File: src/rtl/sdram_frame_reader.sv
// Read-side frame streamer: reloads the SDRAM read FIFOs each frame, waits for prefetch,
// then pops both FIFOs together per VGA request and rebuilds the 30-bit RGB pixel.
module sdram_frame_reader #(
  parameter int H_ACTIVE    = 640,
  parameter int V_ACTIVE    = 480,
  parameter int RD_BASE     = 0,
  parameter int RD_MAX      = 307200,
  parameter int BURST_LEN   = 128,
  parameter int LOAD_CYCLES = 4
) (
  input  logic        clk,
  input  logic        rst_n,
  input  logic        iVGA_VS,
  input  logic        iVGA_REQ,
  input  logic [15:0] RD1_DATA,
  input  logic        RD1_EMPTY,
  input  logic [15:0] RD2_DATA,
  input  logic        RD2_EMPTY,
  output logic        RD1,
  output logic        RD2,
  output logic [22:0] RD1_ADDR,
  output logic [22:0] RD2_ADDR,
  output logic [22:0] RD1_MAX_ADDR,
  output logic [22:0] RD2_MAX_ADDR,
  output logic [7:0]  RD1_LENGTH,
  output logic [7:0]  RD2_LENGTH,
  output logic        RD1_LOAD,
  output logic        RD2_LOAD,
  output logic        RD1_CLK,
  output logic        RD2_CLK,
  output logic [9:0]  oRed,
  output logic [9:0]  oGreen,
  output logic [9:0]  oBlue,
  output logic        oPIX_VALID,
  output logic [15:0] oFRAME_CNT,
  output logic        oUNDERFLOW
);

  localparam int PIX_TOTAL = H_ACTIVE * V_ACTIVE;
  localparam int CNT_W     = (PIX_TOTAL > 1) ? $clog2(PIX_TOTAL) : 1;
  localparam int LOAD_W    = (LOAD_CYCLES > 1) ? $clog2(LOAD_CYCLES) : 1;
  localparam logic [CNT_W-1:0]  LAST_PIX  = CNT_W'(PIX_TOTAL - 1);
  localparam logic [LOAD_W-1:0] LAST_LOAD = LOAD_W'(LOAD_CYCLES - 1);

  typedef enum logic [2:0] {IDLE, LOAD, FILL, STREAM, DONE} state_t;

  state_t             state;
  logic [CNT_W-1:0]   pix_cnt;
  logic [LOAD_W-1:0]  load_cnt;
  logic               rd_load;
  logic               vs_q, vs_q2;
  logic               vs_fall;
  logic               both_ready;
  logic               pop;
  logic               unused_msb;

  assign RD1_ADDR     = 23'(RD_BASE);
  assign RD2_ADDR     = 23'(RD_BASE);
  assign RD1_MAX_ADDR = 23'(RD_MAX);
  assign RD2_MAX_ADDR = 23'(RD_MAX);
  assign RD1_LENGTH   = 8'(BURST_LEN);
  assign RD2_LENGTH   = 8'(BURST_LEN);
  assign RD1_CLK      = clk;
  assign RD2_CLK      = clk;
  assign RD1_LOAD     = rd_load;
  assign RD2_LOAD     = rd_load;

  // Bit 15 of each FIFO word is padding.
  assign unused_msb = RD1_DATA[15] ^ RD2_DATA[15];

  assign vs_fall    = vs_q2 & ~vs_q;
  assign both_ready = ~RD1_EMPTY & ~RD2_EMPTY;

  // NOTE: the pop is combinational so the show-ahead word is acknowledged in the same
  // cycle it is captured; a registered pop would consume the following word instead.
  assign pop = (state == STREAM) & iVGA_REQ & both_ready;
  assign RD1 = pop;
  assign RD2 = pop;

  always_ff @(posedge clk or negedge rst_n) begin
    if (!rst_n) begin
      state      <= IDLE;
      pix_cnt    <= '0;
      load_cnt   <= '0;
      rd_load    <= 1'b0;
      // NOTE: the sync stages reset to the idle (high) level of VS so that leaving
      // reset cannot fabricate a falling edge.
      vs_q       <= 1'b1;
      vs_q2      <= 1'b1;
      oRed       <= '0;
      oGreen     <= '0;
      oBlue      <= '0;
      oPIX_VALID <= 1'b0;
      oFRAME_CNT <= '0;
      oUNDERFLOW <= 1'b0;
    end else begin
      vs_q       <= iVGA_VS;
      vs_q2      <= vs_q;
      oPIX_VALID <= 1'b0;

      case (state)
        IDLE: ;
        LOAD: begin
          pix_cnt <= '0;
          if (load_cnt == LAST_LOAD) begin
            state   <= FILL;
            rd_load <= 1'b0;
          end else begin
            load_cnt <= load_cnt + 1'b1;
          end
        end
        FILL: begin
          if (iVGA_REQ) begin
            oPIX_VALID <= 1'b1;
            {oRed, oGreen, oBlue} <= '0;
            oUNDERFLOW <= 1'b1;
          end
          if (both_ready) state <= STREAM;
        end
        STREAM: begin
          if (iVGA_REQ) begin
            oPIX_VALID <= 1'b1;
            if (pop) begin
              oRed   <= RD2_DATA[9:0];
              oGreen <= {RD1_DATA[14:10], RD2_DATA[14:10]};
              oBlue  <= RD1_DATA[9:0];
            end else begin
              {oRed, oGreen, oBlue} <= '0;
              oUNDERFLOW <= 1'b1;
            end
            // Starved requests still advance the position so the frame stays aligned.
            if (pix_cnt == LAST_PIX) begin
              state      <= DONE;
              pix_cnt    <= '0;
              oFRAME_CNT <= oFRAME_CNT + 1'b1;
            end else begin
              pix_cnt <= pix_cnt + 1'b1;
            end
          end
        end
        DONE: begin
          if (iVGA_REQ) begin
            oPIX_VALID <= 1'b1;
            {oRed, oGreen, oBlue} <= '0;
          end
        end
        default: state <= IDLE;
      endcase

      // NOTE: placed after the case so these non-blocking updates win over any state
      // or load assignment made above in the same cycle.
      if (vs_fall) begin
        state    <= LOAD;
        load_cnt <= '0;
        rd_load  <= 1'b1;
      end
    end
  end

endmodule
File: config.mk
export PLATFORM = sky130hd
export DESIGN_NAME = sdram_frame_reader
export DESIGN_NICKNAME = d
export VERILOG_FILES = /design/src/rtl/sdram_frame_reader.sv
export SDC_FILE = /design/constraint.sdc
export NUM_CORES = 1
export LEC_CHECK = 0
export CORE_MARGIN = 10
export CORE_UTILIZATION = 44
export DETAILED_ROUTE_END_ITERATION = 6
export PLACE_DENSITY_LB_ADDON = 0.08
export RECOVER_POWER = 25
export SETUP_SLACK_MARGIN = 0.02
export SYNTH_ARGS = -nofsm -noshare
export SYNTH_HDL_FRONTEND = slang
export SYNTH_SLANG_ARGS = --single-unit
File: constraint.sdc
create_clock -name clk -period 3.1 [get_ports clk]
set_input_delay 0.62 -clock clk [delete_from_list [all_inputs] [get_ports clk]]
set_output_delay 0.62 -clock clk [all_outputs]
set_load 0.01 [all_outputs]
* Word level (Yosys, flattened, before mapping) *
Index checks and enable logic that the tools add are counted.

operators by class
  mux-type cells = 31
  add/sub/neg operators = 3
  reductions and logical operators = 16
  bitwise logic cells = 7
  equal/unequal tests = 16

operator list
  cell                   count
  $mux 10                7
  $pmux 10 s2            3
  $mux 19                2
  $pmux 19 s2            1
  $add 19x1->19 const B  1
  $eq 19x19->1 const B   1
  $add 16x1->16 const B  1
  $mux 3                 5
  $pmux 3 s4             1
  $reduce_bool 2->1      5
  $ne 3x3->1 const B     3
  $mux 1                 8
  $ne 2x2->1 const B     4
  $eq 3x2->1 const B     2
  $mux 2                 3
  $reduce_and 2->1       3
  $reduce_and 3->1       2
  $reduce_and 5->1       1
  $and 1x1->1            4
  $ne 2x1->1 const B     2
  $reduce_and 4->1       1
  $reduce_or 2->1        2
  $eq 3x1->1 const B     1
  $eq 3x3->1 const B     1
  other kinds (7)        9

storage, ports and cells
  logic and storage cells = 85
  bits in registers = 75
  output and inout port bits = 162

* Longest topological paths before layout *
Gate-level depths: netlist of run 1.

  word-level depth = 6
  gate-level depth with buffers = 6

==> flow_metrics.tcl, run 1 <==
set metrics [dict create \
    status "complete, but fails checks" \
    violations "max-capacitance violations, max-slew violations" \
    hold_viol 0 \
    dieHeight_um 117 \
    rows 35 \
    netlist_instances 407 \
    wirelength_um 9810 \
    fin_worst_skew_ns 0.0161 \
    antenna_found_initial 0 \
    fp.dieW_um 117 \
    synth-seq-cells 75 \
    drc 0 \
    hp-start "vs_q$_DFF_PN1_" \
    max_slew_margin_pct -24.0 \
    startpoint_type "clock port" \
    whs_endpoint "vs_q2$_DFF_PN1_" \
    mostFrequentLayoutCell "conb_1" \
    finalSetupViolCount 0 \
    grt_overflow_total 0 \
    fp.coreArea_um2 9200 \
    place.gp.congestion 0.776 \
    worst_pin_slew_ns 1.86 \
    min_path_cells 0 \
    ir_drop_mv 0.499 \
    cts-resized-gates 0 \
    syn_area_um2 4130 \
    final.setup.tns_ns 0 \
    arrival_ns 2.28 \
    cap_violations 1 \
    critical_path_class "clock port to output pin" \
    drive_gt1_share_pct 8.30 \
    critPathRequiredTime_ns 2.48 \
    clk-insertion-delay-late_ns 0.46 \
    grt_use_total_pct 13.8 \
    io_buffers 89 \
    viasPerCell 4.68 \
    rsz0062_at_grt "false" \
    ys_warn_count 0 \
    end_kind "output pin" \
    nets 542 \
    ys.flop_type "dfrtp_1" \
    wl_per_cell_um 15.9 \
    fillers 828 \
    synth_enable_flop_cells 0 \
    layout.cells.most_common_list "108 x conb_1, 87 x clkdlybuf4s50_1, 73 x dfrtp_1" \
    hold_buffers 0 \
    syn_area_per_cell_um2 10.1 \
    cts_tree "built" \
    p_leak_nw 2.38 \
    p_per_area_nw_per_um2 700 \
    grt_max_degree 76 \
    r2r-end "oFRAME_CNT[4]$_DFFE_PN0P_" \
    dr.pass1.iters 4 \
    diodes 0 \
    num_vias 2888 \
    ant_nets 0 \
    path_max_fanout 2 \
    r2r-start "pix_cnt[0]$_DFFE_PN0P_" \
    ys_seq_area_share_pct 45.5 \
    synthDistinctLibCells 50 \
    dp_hpwl_um 7370 \
    ios 200 \
    reg2reg_slack_ns 0.96 \
    grt_pass1_wl_um 15000 \
    cts_setup_buffers 0 \
    initial_core_util_pct 44.9 \
    timing.hold.ws_ns 0.374 \
    areaGrowthSynthToFinish_pct 21.2 \
    grt_pass1_vias 2954 \
    drt-initial-drc-count 108 \
    synth-async-reset-ratio_pct 100 \
    hp-class "flop to flop" \
    path_clk_slew_ns 0.09 \
    r2r_cells 6 \
    die_area_um2 13700 \
    finalMaxSlewViolations 76 \
]
-- Yosys cell counts (3+ instances only) --
cell,number,share of area (%)
or3_1,3,0.45
a22o_1,31,6.6
buf_2,4,0.48
nand4_1,7,1.1
dfrtp_1,73,44
a21oi_1,6,0.73
inv_1,8,0.73
and3_1,5,0.76
clkbuf_1,5,0.45
nor2_1,18,1.6
o21ai_0,13,1.6
ha_1,3,0.91
a21o_1,3,0.55
nor3_1,6,0.73
nor4_2,3,0.91
buf_4,113,21
xnor2_1,10,2.1
o311ai_0,4,0.85
xor2_1,6,1.3
nand3_1,19,2.3
nand2_1,32,2.9
-- per-layer routing --
| layer | vias to the layer above | GRT usage (%) | part of all wire (%) |
|---|---|---|---|
| met5 | - | 0 | 0 |
| met4 | 0 | 4.61 | 1.4 |
| met3 | 19 | 8.77 | 15 |
| met2 | 137 | 19.6 | 44 |
| met1 | 1349 | 16.5 | 40 |
| li1 | 1383 | - | - |
-- cells by family (layout without fill, tap and decap cells) --
group	count (synthesis)	in the layout	synth area share, %
adder cells (fa/ha/maj)	3	3	0.909
XOR/XNOR	16	16	3.39
other	2	108	0.182
flip-flops	75	75	45.5
AO/OA/AOI/OAI	69	69	12.6
buffers and inverters	130	123	22.2
multiplexers	2	2	0.515
AND/OR/NAND/NOR	110	110	14.7
-- through the flow --
| stage | utilization [%] | setup slack (ns) | cell area (um2) | std cells | power (mW) |
|---|---|---|---|---|---|
| 2_1_floorplan | - | 0.811 | 4530 | 513 | 2.00 |
| 3_3_place_gp | 51.3 | 0.336 | 4720 | 597 | 2.49 |
| 3_5_place_dp | 51.3 | 0.304 | 4720 | 597 | 2.49 |
| 4_1_cts | 54.4 | 0.186 | 5000 | 617 | 3.54 |
| 5_1_grt | 54.4 | 0.0668 | 5000 | 617 | 3.71 |
| 6_report | 54.4 | 0.200 | 5000 | 617 | 3.50 |
-- worst max-delay path: stages --
cell             delay (ns)
clkbuf_8               0.12
clkbuf_8               0.12
clkdlybuf4s50_1        0.49
-- power breakdown --
group          total (mW)  leakage (nW)  internal (mW)  switching [mW]
Combinational        1.08          1.23          0.553           0.524
Sequential           1.33         0.999           1.19           0.144
Clock                1.09         0.149          0.622           0.472
-- layout make-up --
class | count | area [um2] | share of cell area (%)
well taps | 111 | 139 | 2.78
flip-flops and latches | 75 | 1880 | 37.6
clock inverters | 7 | 105 | 2.10
inverters | 8 | 30.0 | 0.600
multi-input cells | 308 | 1740 | 34.8
clock buffers | 15 | 199 | 3.98
repair buffers | 93 | 911 | 18.2
-- registers in the layout (all words and copies together) (netlist names) --
register and count:
state 3, load_cnt 2, oGreen 10, oPIX_VALID 1, oRed 10, pix_cnt 19, oUNDERFLOW 1, oBlue 10
vs_q2 1, oFRAME_CNT 16, vs_q 1, RD1_LOAD 1
-- worst max-delay path by stage --
| stage | slack (ns) | from | end |
|---|---|---|---|
| 3_5_place_dp | 0.30 | iVGA_REQ | RD1 |
| 5_1_grt | 0.07 | state[1]$_DFFE_PN0P_ | RD1 |
| 6_report | 0.20 | clk | RD2_CLK |
| 4_1_cts | 0.19 | state[1]$_DFFE_PN0P_ | RD1 |
| 3_3_place_gp | 0.34 | iVGA_REQ | RD1 |
| 2_1_floorplan | 0.81 | clk | RD1_CLK |
(Power assumes the default switching activity.)
==> inputs of run 2 (changes only) <==
--- a/config.mk
+++ b/config.mk
@@ -8,6 +8,7 @@
 export CORE_MARGIN = 10
 export CORE_UTILIZATION = 44
 export DETAILED_ROUTE_END_ITERATION = 6
+export GPL_ROUTABILITY_DRIVEN = 0
 export PLACE_DENSITY_LB_ADDON = 0.08
 export RECOVER_POWER = 25
 export SETUP_SLACK_MARGIN = 0.02
==> results of run 2 <==
The final DEF is identical to that of run 1; final timing and power are the same.
